File: src/rtl/uart_rx_cmd_decoder_if.sv
`default_nettype none
// ============================================================================
// Module      : uart_rx_cmd_decoder_if
// Description : Bundle of the command decoder's data-path signals: RX byte
//               input, register-file strobes, ALU control/result and TX FIFO
//               write port. master = decoder side, slave = surrounding logic.
// Revision    : 1.0 - initial release
// ============================================================================
interface uart_rx_cmd_decoder_if #(
    parameter int DATA_WIDTH = 8,
    parameter int ADDR_WIDTH = 4
);
    // RX side
    logic [DATA_WIDTH-1:0]   RX_P_DATA;
    logic                    RX_D_VLD;
    // Register file
    logic [DATA_WIDTH-1:0]   RF_RdData;
    logic                    RF_RdData_Valid;
    logic                    RF_WrEn;
    logic                    RF_RdEn;
    logic [ADDR_WIDTH-1:0]   RF_Address;
    logic [DATA_WIDTH-1:0]   RF_WrData;
    // ALU
    logic [2*DATA_WIDTH-1:0] ALU_OUT;
    logic                    ALU_OUT_Valid;
    logic                    ALU_EN;
    logic [3:0]              ALU_FUN;
    logic                    CLK_GATE_EN;
    // TX FIFO write port
    logic                    TX_FIFO_FULL;
    logic [DATA_WIDTH-1:0]   TX_P_DATA;
    logic                    TX_D_VLD;

    modport master (
        input  RX_P_DATA, RX_D_VLD,
        input  RF_RdData, RF_RdData_Valid,
        input  ALU_OUT, ALU_OUT_Valid,
        input  TX_FIFO_FULL,
        output RF_WrEn, RF_RdEn, RF_Address, RF_WrData,
        output ALU_EN, ALU_FUN, CLK_GATE_EN,
        output TX_P_DATA, TX_D_VLD
    );

    modport slave (
        output RX_P_DATA, RX_D_VLD,
        output RF_RdData, RF_RdData_Valid,
        output ALU_OUT, ALU_OUT_Valid,
        output TX_FIFO_FULL,
        input  RF_WrEn, RF_RdEn, RF_Address, RF_WrData,
        input  ALU_EN, ALU_FUN, CLK_GATE_EN,
        input  TX_P_DATA, TX_D_VLD
    );
endinterface
`default_nettype wire

File: src/rtl/uart_rx_cmd_decoder.sv
`default_nettype none
// ============================================================================
// Module      : uart_rx_cmd_decoder
// Description : Decodes UART command frames into register-file write/read
//               strobes and ALU operations, and returns read data / ALU
//               results byte-wise to the TX FIFO.
//               Frames: AA addr data | BB addr | CC opA opB fun | DD fun
//               Optional macro CMD_TIMEOUT_EN: abandon a partial frame after
//               TIMEOUT_CYCLES cycles without a received byte.
// Revision    : 1.0 - initial release
// ============================================================================
module uart_rx_cmd_decoder #(
    parameter int DATA_WIDTH     = 8,
    parameter int ADDR_WIDTH     = 4,
    parameter int TIMEOUT_CYCLES = 4096
) (
    input  wire                   CLK,
    input  wire                   RST,
    uart_rx_cmd_decoder_if.master dec_if
);

    localparam logic [DATA_WIDTH-1:0] CMD_WR      = DATA_WIDTH'(8'hAA);
    localparam logic [DATA_WIDTH-1:0] CMD_RD      = DATA_WIDTH'(8'hBB);
    localparam logic [DATA_WIDTH-1:0] CMD_ALU_OP  = DATA_WIDTH'(8'hCC);
    localparam logic [DATA_WIDTH-1:0] CMD_ALU_NOP = DATA_WIDTH'(8'hDD);

    typedef enum logic [3:0] {
        S_IDLE     = 4'd0,
        S_WR_ADDR  = 4'd1,
        S_WR_DATA  = 4'd2,
        S_RD_ADDR  = 4'd3,
        S_RD_WAIT  = 4'd4,
        S_ALU_OPA  = 4'd5,
        S_ALU_OPB  = 4'd6,
        S_ALU_FUN  = 4'd7,
        S_ALU_WAIT = 4'd8,
        S_TX_B0    = 4'd9,
        S_TX_B1    = 4'd10
    } state_t;

    state_t                  state_q, state_d;
    logic                    rf_wren_q, rf_wren_d;
    logic                    rf_rden_q, rf_rden_d;
    logic [ADDR_WIDTH-1:0]   rf_addr_q, rf_addr_d;
    logic [DATA_WIDTH-1:0]   rf_wrdata_q, rf_wrdata_d;
    logic                    alu_en_q, alu_en_d;
    logic [3:0]              alu_fun_q, alu_fun_d;
    logic                    clk_gate_q, clk_gate_d;
    logic [DATA_WIDTH-1:0]   tx_data_q, tx_data_d;
    logic                    tx_vld_q, tx_vld_d;
    // Response buffer: read byte in the low half, or the full ALU result
    logic [2*DATA_WIDTH-1:0] res_q, res_d;
    // Set for ALU frames so TX_B0 knows a second byte follows
    logic                    alu_path_q, alu_path_d;
    logic                    w_timeout;
    logic                    w_tx_ok;

    // A TX write is allowed only when the FIFO has room and the previous
    // cycle was not itself a write, so the TX strobe is never back-to-back.
    assign w_tx_ok = !dec_if.TX_FIFO_FULL && !tx_vld_q;

`ifdef CMD_TIMEOUT_EN
    localparam int TMR_W = $clog2(TIMEOUT_CYCLES + 1);

    logic [TMR_W-1:0] timer_q, timer_d;
    logic             w_collecting;

    assign w_collecting = (state_q == S_WR_ADDR) || (state_q == S_WR_DATA) ||
                          (state_q == S_RD_ADDR) || (state_q == S_ALU_OPA) ||
                          (state_q == S_ALU_OPB) || (state_q == S_ALU_FUN);

    // Cycles since the last received byte, saturating at the limit
    always_comb begin
        timer_d = timer_q;
        if (dec_if.RX_D_VLD) begin
            timer_d = '0;
        end else if (timer_q != TMR_W'(TIMEOUT_CYCLES)) begin
            timer_d = timer_q + 1'b1;
        end
    end

    // A byte arriving in the expiry cycle still wins over the timeout
    assign w_timeout = w_collecting && !dec_if.RX_D_VLD &&
                       (timer_q == TMR_W'(TIMEOUT_CYCLES - 1));

    // Inter-byte gap counter register
    always_ff @(posedge CLK or negedge RST) begin
        if (!RST) begin
            timer_q <= '0;
        end else begin
            timer_q <= timer_d;
        end
    end
`else
    // Partial frames wait indefinitely; the limit parameter has no effect.
    wire w_unused_timeout = ^TIMEOUT_CYCLES;
    assign w_timeout = 1'b0;
`endif

    // Next-state and output decode; strobes default low, data registers hold
    always_comb begin
        state_d     = state_q;
        rf_wren_d   = 1'b0;
        rf_rden_d   = 1'b0;
        alu_en_d    = 1'b0;
        tx_vld_d    = 1'b0;
        rf_addr_d   = rf_addr_q;
        rf_wrdata_d = rf_wrdata_q;
        alu_fun_d   = alu_fun_q;
        tx_data_d   = tx_data_q;
        res_d       = res_q;
        alu_path_d  = alu_path_q;

        case (state_q)
            S_IDLE: begin
                if (dec_if.RX_D_VLD) begin
                    case (dec_if.RX_P_DATA)
                        CMD_WR:      state_d = S_WR_ADDR;
                        CMD_RD:      state_d = S_RD_ADDR;
                        CMD_ALU_OP:  state_d = S_ALU_OPA;
                        CMD_ALU_NOP: state_d = S_ALU_FUN;
                        default:     state_d = S_IDLE;
                    endcase
                end
            end
            S_WR_ADDR: begin
                if (dec_if.RX_D_VLD) begin
                    rf_addr_d = dec_if.RX_P_DATA[ADDR_WIDTH-1:0];
                    state_d   = S_WR_DATA;
                end
            end
            S_WR_DATA: begin
                if (dec_if.RX_D_VLD) begin
                    rf_wren_d   = 1'b1;
                    rf_wrdata_d = dec_if.RX_P_DATA;
                    state_d     = S_IDLE;
                end
            end
            S_RD_ADDR: begin
                if (dec_if.RX_D_VLD) begin
                    rf_rden_d  = 1'b1;
                    rf_addr_d  = dec_if.RX_P_DATA[ADDR_WIDTH-1:0];
                    alu_path_d = 1'b0;
                    state_d    = S_RD_WAIT;
                end
            end
            S_RD_WAIT: begin
                if (dec_if.RF_RdData_Valid) begin
                    res_d   = {{DATA_WIDTH{1'b0}}, dec_if.RF_RdData};
                    state_d = S_TX_B0;
                end
            end
            S_ALU_OPA: begin
                if (dec_if.RX_D_VLD) begin
                    rf_wren_d   = 1'b1;
                    rf_addr_d   = ADDR_WIDTH'(0);
                    rf_wrdata_d = dec_if.RX_P_DATA;
                    state_d     = S_ALU_OPB;
                end
            end
            S_ALU_OPB: begin
                if (dec_if.RX_D_VLD) begin
                    rf_wren_d   = 1'b1;
                    rf_addr_d   = ADDR_WIDTH'(1);
                    rf_wrdata_d = dec_if.RX_P_DATA;
                    state_d     = S_ALU_FUN;
                end
            end
            S_ALU_FUN: begin
                if (dec_if.RX_D_VLD) begin
                    alu_en_d   = 1'b1;
                    alu_fun_d  = dec_if.RX_P_DATA[3:0];
                    alu_path_d = 1'b1;
                    state_d    = S_ALU_WAIT;
                end
            end
            S_ALU_WAIT: begin
                if (dec_if.ALU_OUT_Valid) begin
                    res_d   = dec_if.ALU_OUT;
                    state_d = S_TX_B0;
                end
            end
            S_TX_B0: begin
                if (w_tx_ok) begin
                    tx_vld_d  = 1'b1;
                    tx_data_d = res_q[DATA_WIDTH-1:0];
                    state_d   = alu_path_q ? S_TX_B1 : S_IDLE;
                end
            end
            S_TX_B1: begin
                if (w_tx_ok) begin
                    tx_vld_d  = 1'b1;
                    tx_data_d = res_q[2*DATA_WIDTH-1:DATA_WIDTH];
                    state_d   = S_IDLE;
                end
            end
            default: state_d = S_IDLE;
        endcase

        // Timeout only fires without a byte, so no strobe is pending here
        if (w_timeout) begin
            state_d = S_IDLE;
        end

        // Gated ALU clock runs through ALU_FUN/ALU_WAIT; the ALU_EN cycle is
        // the first ALU_WAIT cycle, so it is covered as well.
        clk_gate_d = (state_d == S_ALU_FUN) || (state_d == S_ALU_WAIT);
    end

    // FSM state and registered outputs
    always_ff @(posedge CLK or negedge RST) begin
        if (!RST) begin
            state_q     <= S_IDLE;
            rf_wren_q   <= 1'b0;
            rf_rden_q   <= 1'b0;
            rf_addr_q   <= '0;
            rf_wrdata_q <= '0;
            alu_en_q    <= 1'b0;
            alu_fun_q   <= '0;
            clk_gate_q  <= 1'b0;
            tx_data_q   <= '0;
            tx_vld_q    <= 1'b0;
            res_q       <= '0;
            alu_path_q  <= 1'b0;
        end else begin
            state_q     <= state_d;
            rf_wren_q   <= rf_wren_d;
            rf_rden_q   <= rf_rden_d;
            rf_addr_q   <= rf_addr_d;
            rf_wrdata_q <= rf_wrdata_d;
            alu_en_q    <= alu_en_d;
            alu_fun_q   <= alu_fun_d;
            clk_gate_q  <= clk_gate_d;
            tx_data_q   <= tx_data_d;
            tx_vld_q    <= tx_vld_d;
            res_q       <= res_d;
            alu_path_q  <= alu_path_d;
        end
    end

    assign dec_if.RF_WrEn     = rf_wren_q;
    assign dec_if.RF_RdEn     = rf_rden_q;
    assign dec_if.RF_Address  = rf_addr_q;
    assign dec_if.RF_WrData   = rf_wrdata_q;
    assign dec_if.ALU_EN      = alu_en_q;
    assign dec_if.ALU_FUN     = alu_fun_q;
    assign dec_if.CLK_GATE_EN = clk_gate_q;
    assign dec_if.TX_P_DATA   = tx_data_q;
    assign dec_if.TX_D_VLD    = tx_vld_q;

endmodule
`default_nettype wire

File: src/flat_wrapper.sv
// flat-port wrapper written by rule: the top's interface ports become plain ports
module uart_rx_cmd_decoder_flat 
#(
    parameter int DATA_WIDTH     = 8,
    parameter int ADDR_WIDTH     = 4,
    parameter int TIMEOUT_CYCLES = 4096
)
  (CLK, RST, dec_if_RX_P_DATA, dec_if_RX_D_VLD, dec_if_RF_RdData, dec_if_RF_RdData_Valid, dec_if_ALU_OUT, dec_if_ALU_OUT_Valid, dec_if_TX_FIFO_FULL, dec_if_RF_WrEn, dec_if_RF_RdEn, dec_if_RF_Address, dec_if_RF_WrData, dec_if_ALU_EN, dec_if_ALU_FUN, dec_if_CLK_GATE_EN, dec_if_TX_P_DATA, dec_if_TX_D_VLD);
  uart_rx_cmd_decoder_if #(.DATA_WIDTH(DATA_WIDTH), .ADDR_WIDTH(ADDR_WIDTH)) dec_if_i ();
  input  wire CLK;
  input  wire RST;
  input wire logic [$bits(dec_if_i.RX_P_DATA)-1:0] dec_if_RX_P_DATA;
  input wire logic [$bits(dec_if_i.RX_D_VLD)-1:0] dec_if_RX_D_VLD;
  input wire logic [$bits(dec_if_i.RF_RdData)-1:0] dec_if_RF_RdData;
  input wire logic [$bits(dec_if_i.RF_RdData_Valid)-1:0] dec_if_RF_RdData_Valid;
  input wire logic [$bits(dec_if_i.ALU_OUT)-1:0] dec_if_ALU_OUT;
  input wire logic [$bits(dec_if_i.ALU_OUT_Valid)-1:0] dec_if_ALU_OUT_Valid;
  input wire logic [$bits(dec_if_i.TX_FIFO_FULL)-1:0] dec_if_TX_FIFO_FULL;
  output wire logic [$bits(dec_if_i.RF_WrEn)-1:0] dec_if_RF_WrEn;
  output wire logic [$bits(dec_if_i.RF_RdEn)-1:0] dec_if_RF_RdEn;
  output wire logic [$bits(dec_if_i.RF_Address)-1:0] dec_if_RF_Address;
  output wire logic [$bits(dec_if_i.RF_WrData)-1:0] dec_if_RF_WrData;
  output wire logic [$bits(dec_if_i.ALU_EN)-1:0] dec_if_ALU_EN;
  output wire logic [$bits(dec_if_i.ALU_FUN)-1:0] dec_if_ALU_FUN;
  output wire logic [$bits(dec_if_i.CLK_GATE_EN)-1:0] dec_if_CLK_GATE_EN;
  output wire logic [$bits(dec_if_i.TX_P_DATA)-1:0] dec_if_TX_P_DATA;
  output wire logic [$bits(dec_if_i.TX_D_VLD)-1:0] dec_if_TX_D_VLD;
  assign dec_if_i.RX_P_DATA = dec_if_RX_P_DATA;
  assign dec_if_i.RX_D_VLD = dec_if_RX_D_VLD;
  assign dec_if_i.RF_RdData = dec_if_RF_RdData;
  assign dec_if_i.RF_RdData_Valid = dec_if_RF_RdData_Valid;
  assign dec_if_i.ALU_OUT = dec_if_ALU_OUT;
  assign dec_if_i.ALU_OUT_Valid = dec_if_ALU_OUT_Valid;
  assign dec_if_i.TX_FIFO_FULL = dec_if_TX_FIFO_FULL;
  assign dec_if_RF_WrEn = dec_if_i.RF_WrEn;
  assign dec_if_RF_RdEn = dec_if_i.RF_RdEn;
  assign dec_if_RF_Address = dec_if_i.RF_Address;
  assign dec_if_RF_WrData = dec_if_i.RF_WrData;
  assign dec_if_ALU_EN = dec_if_i.ALU_EN;
  assign dec_if_ALU_FUN = dec_if_i.ALU_FUN;
  assign dec_if_CLK_GATE_EN = dec_if_i.CLK_GATE_EN;
  assign dec_if_TX_P_DATA = dec_if_i.TX_P_DATA;
  assign dec_if_TX_D_VLD = dec_if_i.TX_D_VLD;
  uart_rx_cmd_decoder #(.DATA_WIDTH(DATA_WIDTH), .ADDR_WIDTH(ADDR_WIDTH), .TIMEOUT_CYCLES(TIMEOUT_CYCLES)) u_core (.CLK(CLK), .RST(RST), .dec_if(dec_if_i));
endmodule
File: config.mk
export PLATFORM = sky130hd
export DESIGN_NAME = uart_rx_cmd_decoder_flat
export DESIGN_NICKNAME = d
export VERILOG_FILES = /design/src/rtl/uart_rx_cmd_decoder_if.sv /design/src/rtl/uart_rx_cmd_decoder.sv /design/src/flat_wrapper.sv
export SDC_FILE = /design/constraint.sdc
export NUM_CORES = 1
export LEC_CHECK = 0
export ABC_AREA = 1
export CAP_MARGIN = 25
export CORE_ASPECT_RATIO = 1.4
export CORE_UTILIZATION = 43
export CTS_CLUSTER_DIAMETER = 150
export CTS_CLUSTER_SIZE = 14
export DETAILED_ROUTE_END_ITERATION = 10
export PLACE_DENSITY_LB_ADDON = 0.08
export SKIP_CTS_REPAIR_TIMING = 1
export SLEW_MARGIN = 20
export SYNTH_ARGS = -nofsm -noshare
export SYNTH_HDL_FRONTEND = slang
export SYNTH_SLANG_ARGS = --single-unit
File: constraint.sdc
create_clock -name CLK -period 1.42 [get_ports CLK]
set_input_delay 0.284 -clock CLK [delete_from_list [all_inputs] [get_ports CLK]]
set_output_delay 0.284 -clock CLK [all_outputs]
set_load 0.005 [all_outputs]
Word-level counts from Yosys, hierarchy flattened
Cells that the tools add are included.
- register bits: 50
- latch bits: 0
- memory bits (writable): 0
- ROM bits: 0
- input bits: 38
- output and inout port bits: 29
- word-level logic and storage cells: 88
- memories: 0
- add/sub/neg operators: 0
- multiply operators: 0
- div/mod/pow operators: 0
- $lt $le $gt $ge: 0
- equality and inequality tests: 25
- shift-type cells: 0
- multiplexer cells: 33
- bitwise operators: 0
- reduce and logical (&&, ||, !) cells: 18
- operators with widths (kind ; count):
    two-way mux 4 bit ; 15
    one-hot mux 4 bit (11 select lines) ; 1
    equality test 8 bit (second input constant) ; 4
    two-way mux 16 bit ; 2
    one-hot mux 16 bit (2 select lines) ; 1
    equality test 4 x 3 -> 1 bit (second input constant) ; 5
    equality test 4 bit (second input constant) ; 4
    two-way mux 8 bit ; 2
    one-hot mux 8 bit (2 select lines) ; 1
    inequality test 2 bit (second input constant) ; 6
    one-hot mux 3 bit (4 select lines) ; 1
    one-hot mux 4 bit (3 select lines) ; 1
    AND reduction 3 bit ; 3
    equality test 4 x 2 -> 1 bit (second input constant) ; 2
    two-way mux 1 bit ; 8
    inequality test 2 x 1 -> 1 bit (second input constant) ; 3
    nonzero test 2 bit ; 3
    equality test 4 x 1 -> 1 bit (second input constant) ; 1
    logical NOT 4 bit ; 1
    AND reduction 2 bit ; 2
    AND reduction 4 bit ; 1
    OR reduction 2 bit ; 2
    nonzero test 3 bit ; 1
    OR reduction 3 bit ; 1
    4 further kinds ; 5

Depth between registers and ports, before layout
Gate-level depths: netlist of run 1.
- depth after elaboration: 6
- depth in mapped cells: 10
- mapped depth without buffers: 10

Worst setup path after synthesis of run 1
Ideal clock, no wire load.
- path kind: register to register
- start point: register u_core.state_q[2]
- end point: register u_core.res_q[7]
- setup time: 0.082 ns
- arrival time: 1.348 ns
- setup slack: -0.010 ns
- stages on the path, launching flop included: 9
- path buffers: 1
- path through: dfrtp_1 inv_1 nand2_1 nor2_8 nand2_4 nand2_4 buf_6 nor2_1 a31oi_1
- longest elaborated chain between the ends: 3
- elaborated cells between the ends (all ways): 7
- RTL lines (item ; line ; text):
    start, declared ; uart_rx_cmd_decoder.sv:41 ; state_t state_q, state_d;
    start signal, assigned ; uart_rx_cmd_decoder.sv:226 ; state_q <= state_d;
    equality test 4 bit or equality test 4 x 3 -> 1 bit (tied branches) ; uart_rx_cmd_decoder.sv:114 ; case (state_q)
    inequality test 2 bit (no source line) or nonzero test 2 bit (tied branches) ; - ;
    AND reduction 3 bit (no source line) ; - ;
    end signal, assigned ; uart_rx_cmd_decoder.sv:236 ; res_q <= res_d;
    end, declared ; uart_rx_cmd_decoder.sv:52 ; logic [2*DATA_WIDTH-1:0] res_q, res_d;
Parallel ways exist; a longest one is shown, timed or not.
A chain may end at the register's enable or synchronous reset.

Worst setup path after layout of run 1
- start point: register u_core.state_q[1]
- end point: register u_core.clk_gate_q, in the netlist u_core.dec_if.CLK_GATE_EN
- longest elaborated chain between the ends: 4
- elaborated cells between the ends (all ways): 26
- RTL lines (item ; line ; text):
    equality test 4 bit (tied with other cells) ; uart_rx_cmd_decoder.sv:114 ;
    one-hot mux 4 bit (11 select lines) * ; uart_rx_cmd_decoder.sv:114 ;
    via u_core.state_d[1] ; uart_rx_cmd_decoder.sv:41 ;
    equality test 4 x 3 -> 1 bit or equality test 4 bit (tied branches) ; uart_rx_cmd_decoder.sv:207 ; clk_gate_d = (state_d == S_ALU_FUN) || (state_d == S_ALU_WAIT);
    logical OR 1 bit * ; uart_rx_cmd_decoder.sv:207 ;
    via u_core.clk_gate_d ; uart_rx_cmd_decoder.sv:48 ; logic clk_gate_q, clk_gate_d;
    end signal, assigned ; uart_rx_cmd_decoder.sv:233 ; clk_gate_q <= clk_gate_d;
    end, declared ; uart_rx_cmd_decoder.sv:48 ;
Mark *: on every way through the listed nets, which the timed path passes. The rest lies on a longest branch.

==> impl_metrics.json, run 1 <==
{
  "viasPerCell": 5.07,
  "hold_viol": 0,
  "first_pass_iters": 5,
  "dp_hpwl_um": 4690,
  "coreArea_um2": 5490,
  "cp.arrival_ns": 1.67,
  "final_util_pct": 71.2,
  "worst_path_dominant_cell_family": "flip-flops",
  "synth_largest_area_cell": "dfrtp_1",
  "synth_nets": 335,
  "crit_chain": "inv_2, buf_4, nand2_1, buf_4, nand3_1, o21ai_0, inv_1, nand3_2, nand3_1, nand2_1",
  "synthFlopType": "dfrtp_1",
  "path_buf_inv": 4,
  "ant_nets": 0,
  "ys_ff_latch": 50,
  "io_pins": 67,
  "diodes": 0,
  "cts_max_level": 2,
  "power_density_nw_per_um2": 1640,
  "synthCells": 297,
  "cp.depth": 10,
  "max_clock_freq_mhz": 681,
  "io_buffers": 66,
  "critical_path.max_stage_delay_ns": 0.48,
  "drv_cap": 0,
  "synth_top_area_share_pct": 51.5,
  "vias": 2450,
  "synth_seq_area_share_pct": 51.5,
  "wire_per_inst_um": 13.5,
  "crit_start": "u_core.state_q[1]$_DFF_PN0_",
  "track_usage_pct": 22.6,
  "gp_congestion": 0.901,
  "path_class": "flop to flop",
  "async_reset_ff_share_pct": 100,
  "numCtsBuffers": 5,
  "skew_ns": 0.00335,
  "period_needed_ns": 1.47,
  "die_w_um": 65.5,
  "violations": "setup timing",
  "yosysUniqueCellTypes": 25,
  "dpl_cell_area_um2": 3450,
  "outcome": "complete, but fails checks",
  "clkSlewWorstSetupHoldPaths_ns": 0.09,
  "required_ns": 1.62,
  "min_path_type": "primary input to async pin",
  "cts_tree": "yes",
  "path_max_fanout": 5,
  "cpMaxStageDelayCell": "dfrtp_2",
  "syn_to_final_growth_pct": 60.7,
  "cellLeakagePower_nw": 2.27,
  "yosys_warnings": 0,
  "rr_worst_depth": 10,
  "cp-end-kind": "flop",
  "wl_um": 6540,
  "synth_area_leaders": "dfrtp_1, nand2_1, nand3_1",
  "relSlewSlack_pct": 81.8,
  "layout.nets": 453,
  "drive_gt1_share_pct": 24.6,
  "clockBufferDepth": 2,
  "worst_setup_path_start_kind": "flop",
  "antenna_found_initial": 0,
  "syn_area_um2": 2430,
  "setup_viol": 14,
  "rsz0062_at_grt": "yes",
  "die-area_um2": 5960,
  "grt_max_degree": 51,
  "die_h_um": 90.9,
  "worstMarginPinSlew_ns": 0.273,
  "finalInstanceArea_um2": 3910,
  "maxSlewViolCount": 0,
  "clkSinkCount": 50,
  "finalCritPeriodShare_pct": 103,
  "peakVddDrop_mv": 1.11,
  "first_iter_violations": 136,
  "drc_errors": 0,
  "start_util_pct": 44.3,
  "overflow": 0,
  "fin_ws_ns": -0.0477,
  "grt_first_pass_wirelength_um": 10200,
  "crit-reg2reg-launch": "u_core.state_q[1]$_DFF_PN0_",
  "avgSynthCellArea_um2": 8.18,
  "grt_pass1_vias": 2315,
  "cts_root_buffer": "clkbuf_8",
  "synth_edf_count": 0,
  "rows": 32,
  "clock_latency_ns": 0.30
}
per-stage QoR:
stage | instances | hold WS [ns] | setup WS (ns) | total power, mW | setup TNS, ns
after floorplan | 297 | -0.0116 | 0.0223 | 3.64 | 0
after global placement | 460 | 0.293 | -0.281 | 5.05 | -5.05
after detailed placement | 460 | 0.291 | -0.315 | 5.09 | -4.71
after CTS | 467 | -0.0340 | -0.199 | 6.08 | -2.88
after global routing | 483 | 0.515 | -0.136 | 6.85 | -2.50
final | 483 | 0.473 | -0.0477 | 6.40 | -0.348
layout by cell type (no fill, tap or decap), types with 2 or more instances in the layout:
cell type and count:
a31oi_1 15, buf_12 4, buf_4 42, buf_6 5
clkbuf_16 2, clkbuf_8 5, clkdlybuf4s50_1 36, dfrtp_1 48
dfrtp_2 2, dlymetal6s2s_1 29, inv_1 16, inv_2 7
nand2_1 81, nand2_2 6, nand2_4 5, nand3_1 42
nand3_2 3, nor2_1 26, nor2_2 6, nor2_4 4
nor3_1 2, o21ai_0 7, o21ai_1 7, o31ai_2 2
report_power, final:
part,leakage [nW],switching [mW],internal (mW)
registers,0.632,0.346,1.99
clock network,0.0542,0.472,0.519
logic,1.59,1.43,1.65
state kept, by name, summed over array words and instances, names as in the netlist, 4 cells and up:
signal / count
u_core.dec_if.RF_WrData: 8
u_core.dec_if.ALU_FUN: 4
u_core.dec_if.RF_Address: 4
u_core.res_q: 16
u_core.dec_if.TX_P_DATA: 8
u_core.state_q: 4
routing by layer:
layer  global-route usage (%)  routed length, um
met1                     23.7               2410
met2                     41.2               3620
met3                     3.77                251
met4                     12.0                261
met5                        0                  0
cell type report:
type	instances	area, um^2
Fill cell	447	1580
Sequential cell	50	1250
Timing Repair Buffer	120	1240
Multi-Input combinational cell	215	1130
Inverter	23	86.3
Tap cell	68	85.1
Clock buffer	5	68.8
Clock inverter	2	38.8
final timing paths:
kind	to	slack [ns]
min reg2reg	u_core.dec_if.ALU_FUN[3]$_DFFE_PN0P_	0.49
max reg2reg	u_core.dec_if.CLK_GATE_EN$_DFF_PN0_	-0.05
max in group asynchronous	u_core.dec_if.RF_WrData[6]$_DFFE_PN0P_	0.70
min	u_core.dec_if.RF_WrEn$_DFF_PN0_	0.47
max	u_core.dec_if.CLK_GATE_EN$_DFF_PN0_	-0.05
min in group CLK	u_core.dec_if.ALU_FUN[3]$_DFFE_PN0P_	0.49
synthesized netlist by cell type (2+ instances only):
library cell,count
inv_1,18
nand2_4,2
nand2_2,2
nor2_2,2
buf_6,3
o21ai_1,7
buf_2,5
nor2_1,31
o21ai_0,8
dfrtp_1,50
inv_2,5
nor2_4,3
nand2_1,88
o31ai_1,3
a31oi_1,15
nor3_1,2
nand3_1,45
cells by family after synthesis:
group | synth area share [%]
compound gates | 9.73
buf+inv | 6.28
flops | 51.5
simple gates | 32.5
worst min-delay path: stages:
cell and delay [ns]:
dlygate4sd3_1 0.52, buf_2 0.12, buf_12 0.24
(Power assumes the default switching activity.)
==> run 2: changes to the inputs <==
--- a/config.mk
+++ b/config.mk
@@ -12,7 +12,7 @@
 export CTS_CLUSTER_DIAMETER = 150
 export CTS_CLUSTER_SIZE = 14
 export DETAILED_ROUTE_END_ITERATION = 10
-export PLACE_DENSITY_LB_ADDON = 0.08
+export PLACE_DENSITY_LB_ADDON = 0.05
 export SKIP_CTS_REPAIR_TIMING = 1
 export SLEW_MARGIN = 20
 export SYNTH_ARGS = -nofsm -noshare
==> impl_metrics.json, run 2 (synthesis gave the netlist of run 1 again) <==
{
  "p_sw_mw": 2.10,
  "fin_ws_ns": -0.0394,
  "wire_per_inst_um": 12.3,
  "cts_max_level": 2,
  "rsz0062_at_grt": "yes",
  "drc_errors": 0,
  "pwr-share-seq_pct": 38.1,
  "power_density_nw_per_um2": 1620,
  "die_h_um": 90.9,
  "die_w_um": 65.5,
  "track_usage_pct": 20.6,
  "gr-usage-met2_pct": 37.5,
  "viasPerCell": 4.88,
  "diodes": 0,
  "worst_setup_path_start_kind": "flop",
  "largest_reg_flops": 16,
  "drive_gt1_share_pct": 22.9,
  "finalCritPeriodShare_pct": 103,
  "crit_chain": "inv_2, nor2_2, buf_4, nand2_2, o21ai_0, nor2_1, nand3_1, nor2_1, nand2_1, nand2_1",
  "cts_root_buffer": "clkbuf_8",
  "min_path_type": "primary input to async pin",
  "dp_hpwl_um": 4330,
  "violations": "setup timing",
  "outcome": "complete, but fails checks",
  "relSlewSlack_pct": 81.9,
  "clock_latency_ns": 0.31,
  "path_buf_inv": 2,
  "worstMarginPinSlew_ns": 0.271,
  "first_pass_iters": 4,
  "grt_max_degree": 51,
  "clockBufferDepth": 2,
  "required_ns": 1.66,
  "stdcell_count": 475,
  "cp.depth": 10,
  "finalInstanceArea_um2": 3750,
  "fillers": 495,
  "top_usage_layer": "met2",
  "first_iter_violations": 143,
  "dp_slack_ns": -0.309,
  "final_common_cell": "nand2_1",
  "regMostFlops": "u_core.res_q",
  "dpl_cell_area_um2": 3400,
  "clkSlewWorstSetupHoldPaths_ns": 0.08,
  "final_cell_mix": "nand2_1, dfrtp_1, nand3_1, buf_4, clkdlybuf4s50_1",
  "path_max_fanout": 6,
  "pwr-share-clk_pct": 16.3,
  "rr_worst_depth": 10,
  "vias": 2319,
  "placed_cells": 457,
  "setup_viol": 1,
  "overflow": 0,
  "period_needed_ns": 1.46,
  "grt_pass1_vias": 2111,
  "syn_to_final_growth_pct": 54.3,
  "worst_path_dominant_cell_family": "simple AND/OR/NAND/NOR gates",
  "rows": 32,
  "cts_tree": "yes",
  "maxSlewViolCount": 0,
  "drv_cap": 0,
  "io_buffers": 66,
  "switching_share_pct": 34.6,
  "wl_um": 5850,
  "numCtsBuffers": 5,
  "antenna_found_initial": 0,
  "critical_path.max_stage_delay_ns": 0.48,
  "rrSetupSlack_ns": -0.04,
  "cp-end-kind": "flop",
  "use_met1_pct": 22.1,
  "gp_congestion": 0.855,
  "ant_nets": 0,
  "max_clock_freq_mhz": 685,
  "combPwrFrac_pct": 45.6,
  "cellLeakagePower_nw": 2.17,
  "cp.arrival_ns": 1.70,
  "start_util_pct": 44.3,
  "clkSinkCount": 50,
  "cpMaxStageDelayCell": "dfrtp_2",
  "skew_ns": 0.00944,
  "peakVddDrop_mv": 0.768,
  "die-area_um2": 5960,
  "grt_first_pass_wirelength_um": 9250,
  "intPower_mw": 3.97,
  "layout.nets": 445,
  "io_pins": 67,
  "met3_usage_pct": 3.39,
  "hold_viol": 0,
  "coreArea_um2": 5490,
  "path_class": "flop to flop"
}
-- run 2: cell types whose count changed in the layout (fill, tap and decap cells not counted), moves of 2 or more --
cell       previous run  this run
buf_6                 5         1
nand2_4               5         3
buf_12                4         2
clkbuf_16             2         0
-- run 2: cell type report --
| cell class | instances | area (um^2) | area share [%] |
|---|---|---|---|
| Inverter | 23 | 86.3 | 2.30 |
| Clock inverter | 2 | 38.8 | 1.03 |
| Timing Repair Buffer | 113 | 1120 | 29.9 |
| Tap cell | 68 | 85.1 | 2.27 |
| Sequential cell | 50 | 1250 | 33.4 |
| Clock buffer | 5 | 68.8 | 1.84 |
| Multi-Input combinational cell | 214 | 1100 | 29.3 |
-- run 2: worst paths after layout --
kind	from	endpoint
worst max-delay path	u_core.state_q[0]$_DFF_PN0_	u_core.dec_if.CLK_GATE_EN$_DFF_PN0_
worst min-delay path	RST	u_core.dec_if.RF_WrEn$_DFF_PN0_
worst max register to register	u_core.state_q[0]$_DFF_PN0_	u_core.dec_if.CLK_GATE_EN$_DFF_PN0_
worst min register to register	u_core.dec_if.ALU_FUN[0]$_DFFE_PN0P_	u_core.dec_if.ALU_FUN[0]$_DFFE_PN0P_
max in group asynchronous	RST	u_core.dec_if.RF_WrData[6]$_DFFE_PN0P_
min in group CLK	u_core.dec_if.ALU_FUN[0]$_DFFE_PN0P_	u_core.dec_if.ALU_FUN[0]$_DFFE_PN0P_
-- run 2: power by group through the flow --
stage               combinational [mW]  sequential [mW]  clock [mW]
floorplan                         1.32             2.33           0
global placement                  2.48             2.36           0
detailed placement                2.53             2.36           0
CTS                               2.54             2.33        1.02
global route                      3.07             2.37        1.07
finish                            2.77             2.31       0.989
-- run 2: per-stage QoR --
stage / util [%] / TNS (ns) / hold WS (ns) / total power, mW
4_1_cts: 64.0 / -1.55 / -0.0393 / 5.89
5_1_grt: 68.4 / -0.777 / 0.511 / 6.51
3_5_place_dp: 62.0 / -4.29 / 0.296 / 4.89
2_1_floorplan: - / 0 / -0.0116 / 3.64
3_3_place_gp: 62.0 / -4.36 / 0.291 / 4.83
6_report: 68.4 / -0.0394 / 0.483 / 6.07
-- run 2: metal layers --
| metal | vias to the layer above | wire, um |
|---|---|---|
| met1 | 1029 | 2250 |
| met5 | - | 0 |
| met3 | 20 | 255 |
| met4 | 0 | 227 |
| met2 | 78 | 3120 |
| li1 | 1192 | - |
-- run 2: worst min-delay path, delay by kind of cell --
family,cells,cell delay (ns)
buffers and inverters,3,0.88
